## config.mk

```make
export PLATFORM = sky130hd
export DESIGN_NAME = pipe_rr_arbiter
export DESIGN_NICKNAME = d
export VERILOG_FILES = /design/src/rtl/pipe_rr_arbiter.sv
export SDC_FILE = /design/constraint.sdc
export NUM_CORES = 1
export LEC_CHECK = 0
export CORE_ASPECT_RATIO = 1.5
export CORE_UTILIZATION = 40
export CTS_BUF_LIST = sky130_fd_sc_hd__clkbuf_4 sky130_fd_sc_hd__clkbuf_8
export CTS_CLUSTER_SIZE = 25
export DETAILED_ROUTE_END_ITERATION = 10
export GPL_ROUTABILITY_DRIVEN = 1
export PLACE_DENSITY_LB_ADDON = 0.08
export SETUP_SLACK_MARGIN = 0.02
export SLEW_MARGIN = 20
export SYNTH_ARGS = -nofsm -noshare
export SYNTH_HDL_FRONTEND = slang
export SYNTH_SLANG_ARGS = --single-unit
```

## constraint.sdc

```tcl
create_clock -name clk -period 2.8 [get_ports clk]
set_input_delay 0.28 -clock clk [delete_from_list [all_inputs] [get_ports clk]]
set_output_delay 0.28 -clock clk [all_outputs]
set_load 0.01 [all_outputs]
```

## src/rtl/pipe_rr_arbiter.sv

```systemverilog
// Round-robin arbiter feeding a shared fixed-latency pipeline; results are routed back by tag.
// Per-requester saturating grant counters are added when PIPE_RR_ARBITER_STATS_EN is defined.
module pipe_rr_arbiter #(
    parameter int unsigned NUM_REQ    = 4,
    parameter int unsigned DATA_WIDTH = 16,
    parameter int unsigned LATENCY    = 10
) (
    input  logic                          clk,
    input  logic                          arst,
    input  logic                          en_in,
    input  logic [NUM_REQ-1:0]            req_valid_in,
    input  logic [NUM_REQ*DATA_WIDTH-1:0] req_data_in,
    output logic [NUM_REQ-1:0]            req_ready_out,
    output logic [DATA_WIDTH-1:0]         pipe_data_out,
    output logic                          pipe_valid_out,
    output logic                          pipe_en_out,
    input  logic [DATA_WIDTH-1:0]         pipe_data_in,
    input  logic                          pipe_valid_in,
    output logic [DATA_WIDTH-1:0]         rsp_data_out,
    output logic [NUM_REQ-1:0]            rsp_valid_out,
`ifdef PIPE_RR_ARBITER_STATS_EN
    output logic [NUM_REQ*16-1:0]         grant_cnt_out,
`endif
    output logic                          err_out
);
    localparam int unsigned IdxW = (NUM_REQ > 1) ? $clog2(NUM_REQ) : 1;

    logic [IdxW-1:0]                 last_grant_q, last_grant_d;
    logic [IdxW-1:0]                 cand;
    logic [IdxW-1:0]                 grant_idx;
    logic                            grant_any;
    logic                            xfer;
    logic [DATA_WIDTH-1:0]           grant_data;
    logic [DATA_WIDTH-1:0]           pipe_data_q, pipe_data_d;
    logic                            pipe_valid_q, pipe_valid_d;
    logic [IdxW-1:0]                 pipe_idx_q, pipe_idx_d;
    logic [LATENCY-1:0]              tag_vld_q, tag_vld_d;
    logic [LATENCY-1:0][IdxW-1:0]    tag_idx_q, tag_idx_d;
    logic [DATA_WIDTH-1:0]           rsp_data_q, rsp_data_d;
    logic [NUM_REQ-1:0]              rsp_valid_q, rsp_valid_d;
    logic                            err_q, err_d;

    // Search starts just after the last granted requester and wraps.
    always_comb begin
        cand      = '0;
        grant_idx = '0;
        grant_any = 1'b0;
        for (int unsigned k = 1; k <= NUM_REQ; k++) begin
            cand = IdxW'((32'(last_grant_q) + k) % NUM_REQ);
            if (!grant_any && req_valid_in[cand]) begin
                grant_any = 1'b1;
                grant_idx = cand;
            end
        end
    end

    always_comb begin
        grant_data = '0;
        for (int unsigned k = 0; k < NUM_REQ; k++) begin
            if (grant_idx == IdxW'(k)) begin
                grant_data = req_data_in[k*DATA_WIDTH +: DATA_WIDTH];
            end
        end
    end

    assign xfer        = en_in & ~arst & grant_any;
    assign pipe_en_out = en_in;

    always_comb begin
        req_ready_out = '0;
        if (xfer) begin
            req_ready_out[grant_idx] = 1'b1;
        end
    end

    always_comb begin
        last_grant_d = last_grant_q;
        pipe_data_d  = pipe_data_q;
        pipe_valid_d = pipe_valid_q;
        pipe_idx_d   = pipe_idx_q;
        tag_vld_d    = tag_vld_q;
        tag_idx_d    = tag_idx_q;
        rsp_data_d   = rsp_data_q;
        rsp_valid_d  = '0;
        err_d        = err_q;
        if (en_in) begin
            if (xfer) begin
                last_grant_d = grant_idx;
                pipe_data_d  = grant_data;
                pipe_idx_d   = grant_idx;
            end
            pipe_valid_d = grant_any;
            // Tags trail pipe_valid_out so they leave the shift register with pipe_valid_in.
            tag_vld_d[0] = pipe_valid_q;
            tag_idx_d[0] = pipe_idx_q;
            for (int unsigned i = 1; i < LATENCY; i++) begin
                tag_vld_d[i] = tag_vld_q[i-1];
                tag_idx_d[i] = tag_idx_q[i-1];
            end
            if (pipe_valid_in) begin
                rsp_data_d = pipe_data_in;
                for (int unsigned k = 0; k < NUM_REQ; k++) begin
                    rsp_valid_d[k] = (tag_idx_q[LATENCY-1] == IdxW'(k));
                end
            end
            if (pipe_valid_in != tag_vld_q[LATENCY-1]) begin
                err_d = 1'b1;
            end
        end
    end

    always_ff @(posedge clk or posedge arst) begin
        if (arst) begin
            last_grant_q <= IdxW'(NUM_REQ - 1);
            pipe_data_q  <= '0;
            pipe_valid_q <= 1'b0;
            pipe_idx_q   <= '0;
            tag_vld_q    <= '0;
            tag_idx_q    <= '0;
            rsp_data_q   <= '0;
            rsp_valid_q  <= '0;
            err_q        <= 1'b0;
        end else begin
            last_grant_q <= last_grant_d;
            pipe_data_q  <= pipe_data_d;
            pipe_valid_q <= pipe_valid_d;
            pipe_idx_q   <= pipe_idx_d;
            tag_vld_q    <= tag_vld_d;
            tag_idx_q    <= tag_idx_d;
            rsp_data_q   <= rsp_data_d;
            rsp_valid_q  <= rsp_valid_d;
            err_q        <= err_d;
        end
    end

    assign pipe_data_out  = pipe_data_q;
    assign pipe_valid_out = pipe_valid_q;
    assign rsp_data_out   = rsp_data_q;
    assign rsp_valid_out  = rsp_valid_q;
    assign err_out        = err_q;

`ifdef PIPE_RR_ARBITER_STATS_EN
    logic [NUM_REQ-1:0][15:0] cnt_q, cnt_d;

    always_comb begin
        cnt_d = cnt_q;
        if (xfer && (cnt_q[grant_idx] != 16'hFFFF)) begin
            cnt_d[grant_idx] = cnt_q[grant_idx] + 16'd1;
        end
    end

    always_ff @(posedge clk or posedge arst) begin
        if (arst) begin
            cnt_q <= '0;
        end else begin
            cnt_q <= cnt_d;
        end
    end

    assign grant_cnt_out = cnt_q;
`endif

endmodule

```

==> flow_summary.toml, run 1 <==
[worst_setup_path]
cp_num_buf_inv = 3
r2r_cells = 5
crit_top_cell = "clkdlybuf4s50_1"
arrival_ns = 2.29
timing.critical_path.cells = "clkdlybuf4s50_1 > buf_4 > nand3b_2 > nor3_1 > clkdlybuf4s50_1"
cpLargestDelayFamily = "buffers and inverters"
required_ns = 2.52
slowest_stage = "clkdlybuf4s50_1"
critPathMaxFanout = 37
slowest_delay_ns = 0.56
crit_path_start_kind = "input pin"
cp-end-kind = "primary output"
critPathLaunch = "en_in"
criticalPathCategory = "in -> out"
cp.depth = 5
r2r_start = "last_grant_q[1]"
reg2reg_to = "pipe_data_out[8]"
endpoint = "req_ready_out[0]"
reg2reg_slack_ns = 0.80

[sta]
finalSetupViolations = 0
finalCritPeriodShare = 0.917
tightestPinTransition_ns = 0.898
rsz0062_at_grt = "no"
fmax_ghz = 0.390
drv_slew = 0
skew_ns = 0.00989
hold_viol_final = 0
maxSlewHeadroom = 0.401
fin_tns_setup_ns = 0
period_minus_slack_ns = 2.57

[global_route]
grt_use_total = 0.170
grt-ovfl-total = 0
antenna_found_initial = 0
grt_pass1_wl_mm = 11.6
grt_max_degree = 73
grt_pass1_vias = 2431

[routing]
first_iter_violations = 102
vias = 2329
drc = 0
vias_per_cell = 4.87
firstDrtPassIters = 4
avgRoutedWirePerCell_um = 14.0
ant_nets = 0
routed_wirelength_mm = 6.70

[cts]
cts_tree = "yes"
clock-sinks = 72
clkLatencyLatePin_ns = 0.33
clockBufferDepth = 2
cts_made_buffers = 9
holdBufCountCts = 0
cts_root_buffer = "clkbuf_8"
clkTransAtPathRegs_ns = 0.07
cts_max_level = 3

[min_path]
min_from = "err_out"
hold_path.class = "reg -> reg"

[synthesis]
synth_nets = 324
synthCells = 236
yosysSeqAreaShare = 0.550
synth.distinct_cells = 32
synth.avg_cell_area_um2 = 13.9
syn-cell-area_um2 = 3280
ys_ff_latch = 72
ys_warn_count = 0

[die]
dieHeight_um = 113
dieArea_um2 = 8580
ios = 131
rows = 40
die_w_um = 76.0
core_um2 = 7960
start_util = 0.412

[final_layout]
layout_common_cells = "130 x clkdlybuf4s50_1, 70 x dfrtp_1, 46 x mux2_2"
diodes = 0
drive_gt1_frac = 0.247
utilization = 0.616
final_common_cell = "clkdlybuf4s50_1"
num-nets-final = 456
syn_to_final_growth_pct = 49.3
stdcell_area_um2 = 4900

[flow_run]
drv_cap = 0

[place]
place_congestion = 0.735
port-buffer-count = 130
place_area_um2 = 4670
dp_hpwl_mm = 4.72

[power_and_ir_drop]
power_density_nw_per_um2 = 678
leakage_uw = 0.00200
total_power_uw = 3320
ir_drop_mv = 0.334

[run_status]
status = "completed"
[registers in the layout, summed over array words and instances (netlist names)]
name,cells
err_out,1
last_grant_q,2
tag_idx_q,20
rsp_data_out,16
tag_vld_q,10
pipe_data_out,16
pipe_valid_out,1
rsp_valid_out,4
pipe_idx_q,2
[cells by family after synthesis]
logic type,Yosys count,synth area share
multiplexers,79,0.258
flip-flops,72,0.550
AND/OR/NAND/NOR,40,0.0637
AO/OA/AOI/OAI,26,0.0892
buffers and inverters,18,0.0362
XOR/XNOR,1,0.00267
[final cells by class]
class / count / area, µm²
Clock buffer: 10 / 131
Clock inverter: 6 / 92.6
Fill cell: 661 / 3060
Inverter: 3 / 15.0
Multi-Input combinational cell: 146 / 1380
Sequential cell: 72 / 1800
Tap cell: 105 / 131
Timing Repair Buffer: 136 / 1350
[metrics by stage]
step	setup slack [ns]	hold WS [ns]	cells
after detailed placement	0.106	0.455	462
after floorplan	0.442	0.431	236
after CTS	0.0960	0.472	478
final	0.233	0.465	478
after global routing	0.110	0.487	478
after global placement	0.144	0.449	462
[worst min-delay path by stage]
stage,end,cells after the start
after floorplan,rsp_data_out[10],1
after global placement,err_out,1
after detailed placement,err_out,1
after CTS,err_out,1
after global routing,err_out,1
final,err_out,1
[layer usage]
metal / routed length [µm] / vias up / share of wire / GRT usage
li1: - / 1115 / - / -
met5: 0 / - / 0 / 0
met3: 490 / 6 / 0.073 / 0.0556
met2: 3340 / 89 / 0.50 / 0.275
met4: 99 / 0 / 0.015 / 0.0744
met1: 2760 / 1119 / 0.41 / 0.209
[synth_stat cells]
cell type | n | area [µm²]
a21oi_2 | 1 | 8.76
nor3_1 | 2 | 10.0
and3_1 | 1 | 6.26
a21oi_1 | 3 | 15.0
o21ai_0 | 1 | 5.00
dfrtp_1 | 70 | 1750
inv_1 | 3 | 11.3
nor2_4 | 1 | 11.3
o21ai_2 | 1 | 8.76
nand2_1 | 5 | 18.8
dfstp_2 | 2 | 52.6
buf_2 | 2 | 10.0
a31oi_1 | 1 | 6.26
a221oi_1 | 3 | 26.3
a21boi_2 | 1 | 11.3
nor2_1 | 21 | 78.8
mux2_2 | 46 | 518
nand3b_2 | 1 | 11.3
o22a_1 | 1 | 8.76
a221oi_2 | 13 | 195
buf_4 | 3 | 22.5
xor2_1 | 1 | 8.76
buf_1 | 3 | 11.3
mux2i_1 | 33 | 330
nor4_2 | 1 | 12.5
and2_4 | 1 | 8.76
a21o_1 | 1 | 7.51
nor3b_1 | 4 | 30.0
nand2b_1 | 2 | 12.5
buf_6 | 5 | 56.3
and4_1 | 1 | 8.76
clkbuf_1 | 2 | 7.51
[worst reg2reg max path, stage by stage (launching register included)]
cell	delay, ns
dfstp_2	0.59
a31oi_1	0.14
a21oi_4	0.21
buf_4	0.48
mux2i_1	0.18
a221oi_2	0.30
[timing repair]
| action | in CTS | in global routing |
|---|---|---|
| setup endpoints to repair | 0 | 1 |
| gates resized for setup | 0 | 1 |
| buffers inserted | 0 | 0 |
[power by group]
part | total (µW) | switching (µW) | internal [µW]
Combinational | 968 | 376 | 592
Clock | 904 | 388 | 516
Sequential | 1450 | 145 | 1300
Total | 3320 | 909 | 2410
(Power assumes the default switching activity.)
==> run 2, diff against run 1 <==
--- a/config.mk
+++ b/config.mk
@@ -10,7 +10,6 @@
 export CTS_BUF_LIST = sky130_fd_sc_hd__clkbuf_4 sky130_fd_sc_hd__clkbuf_8
 export CTS_CLUSTER_SIZE = 25
 export DETAILED_ROUTE_END_ITERATION = 10
-export GPL_ROUTABILITY_DRIVEN = 1
 export PLACE_DENSITY_LB_ADDON = 0.08
 export SETUP_SLACK_MARGIN = 0.02
 export SLEW_MARGIN = 20
==> results of run 2 <==
Final layout, timing and power as in run 1 (identical DEF).
==> run 3, diff against run 2 <==
--- a/config.mk
+++ b/config.mk
@@ -6,11 +6,12 @@
 export NUM_CORES = 1
 export LEC_CHECK = 0
 export CORE_ASPECT_RATIO = 1.5
+export CORE_MARGIN = 1
 export CORE_UTILIZATION = 40
 export CTS_BUF_LIST = sky130_fd_sc_hd__clkbuf_4 sky130_fd_sc_hd__clkbuf_8
 export CTS_CLUSTER_SIZE = 25
 export DETAILED_ROUTE_END_ITERATION = 10
-export PLACE_DENSITY_LB_ADDON = 0.08
+export PLACE_DENSITY = 0.75
 export SETUP_SLACK_MARGIN = 0.02
 export SLEW_MARGIN = 20
 export SYNTH_ARGS = -nofsm -noshare
==> run 3 against run 2 <==
  * Critical path depth grew 1
  * Flip-flop and latch count is the same
  * Power shrank 5.8%
==> flow_summary.toml, run 3 (synthesis results as in run 1) <==
[worst_setup_path]
required_ns = 2.52
critPathLaunch = "req_valid_in[3]"
critPathMaxFanout = 6
reg2reg_slack_ns = 0.94
crit_top_cell = "clkdlybuf4s50_1"
r2r_cells = 5
cp-end-kind = "primary output"
timing.critical_path.cells = "clkdlybuf4s50_1 > nand2b_1 > a21boi_2 > o21ai_2 > nor3b_1 > clkdlybuf4s50_1"
crit_path_start_kind = "input pin"
criticalPathCategory = "in -> out"
r2r_start = "last_grant_q[1]"
slowest_delay_ns = 0.57
arrival_ns = 2.19
slowest_stage = "clkdlybuf4s50_1"
reg2reg_to = "pipe_data_out[9]"

[cts]
cts_made_buffers = 9
cts_max_level = 3
holdBufCountCts = 0
cts_resized = 0
clkTransAtPathRegs_ns = 0.06
postCtsSetupBuffers = 0
clkLatencyLatePin_ns = 0.34
clockBufferDepth = 2
cts_root_buffer = "clkbuf_8"
cts_tree = "yes"
clock-sinks = 72

[die]
ios = 131
dieArea_um2 = 8580
start_util = 0.412
dieHeight_um = 113
die_w_um = 76.0
core_um2 = 7960
rows = 40

[routing]
vias = 2392
first_iter_violations = 63
avgRoutedWirePerCell_um = 14.6
vias_per_cell = 5.01
firstDrtPassIters = 4
routed_wirelength_mm = 6.99
ant_nets = 0
drc = 0

[min_path]
min_from = "err_out"
hold_path.class = "reg -> reg"
worstHoldPathCells = 1
min_to = "err_out"

[sta]
period_minus_slack_ns = 2.47
rsz0062_at_grt = "no"
drv_slew = 0
tightestPinTransition_ns = 0.872
maxSlewHeadroom = 0.419
hold_viol_final = 0
skew_ns = 0.00717
timing.hold.ws_ns = 0.455
finalCritPeriodShare = 0.881
fin_tns_setup_ns = 0
finalSetupViolations = 0
fmax_ghz = 0.405

[place]
place_congestion = 0.814
port-buffer-count = 130
dp_hpwl_mm = 5.04
place_area_um2 = 4680
dpl.cell_count = 463

[power_and_ir_drop]
ir_drop_mv = 0.360
power_density_nw_per_um2 = 646
leakage_uw = 0.00199

[global_route]
grt_use_total = 0.181
antenna_found_initial = 0
grt_max_degree = 73
grt_pass1_vias = 2528
grt-ovfl-total = 0
grt_pass1_wl_mm = 12.1

[final_layout]
syn_to_final_growth_pct = 47.5
regMostFlops = "tag_idx_q"
drive_gt1_frac = 0.245
instances_no_fill = 477
utilization = 0.608
stdcell_area_um2 = 4840
final_common_cell = "clkdlybuf4s50_1"
num-nets-final = 457
largest_reg_flops = 20
layout_common_cells = "130 x clkdlybuf4s50_1, 70 x dfrtp_1, 46 x mux2_2"
diodes = 0

[run_status]
status = "completed"

[flow_run]
drv_cap = 0
## run 3: report_power, final
part / switching (µW) / internal (µW)
clock: 336 / 365
combinational: 386 / 595
sequential: 141 / 1300
total: 862 / 2260
## run 3: final cells by class
cell class	count	area [µm²]
Inverter	3	15.0
Tap cell	105	131
Sequential cell	72	1800
Timing Repair Buffer	137	1350
Fill cell	650	3120
Clock buffer	13	160
Clock inverter	1	5.00
Multi-Input combinational cell	146	1370
## run 3: worst max path at each step
stage                  endpoint  slack, ns  cells past startpoint
3_3_place_gp   req_ready_out[1]       0.40                      6
4_1_cts        req_ready_out[1]       0.32                      5
6_report       req_ready_out[1]       0.33                      6
3_5_place_dp   req_ready_out[1]       0.36                      6
5_1_grt        req_ready_out[1]       0.20                      6
2_1_floorplan  pipe_data_out[0]       0.44                      5
## run 3: metal layers
layer	up-vias	wire length [µm]	GRT usage
li1	1119	-	-
met1	1131	2880	0.215
met2	133	3200	0.279
met3	9	777	0.0887
met4	0	131	0.0756
met5	-	0	0
## run 3: critical path, delay by kind of cell
family | cells | cell delay [ns]
buffers and inverters | 2 | 1.13
AOI/OAI and AO/OA | 2 | 0.44
and+or+nand+nor | 2 | 0.33
## run 3: per-stage QoR
step,worst slack (ns),power [µW]
2_1_floorplan,0.442,1990
3_3_place_gp,0.399,2420
3_5_place_dp,0.356,2450
4_1_cts,0.324,3160
5_1_grt,0.204,3320
6_report,0.332,3130
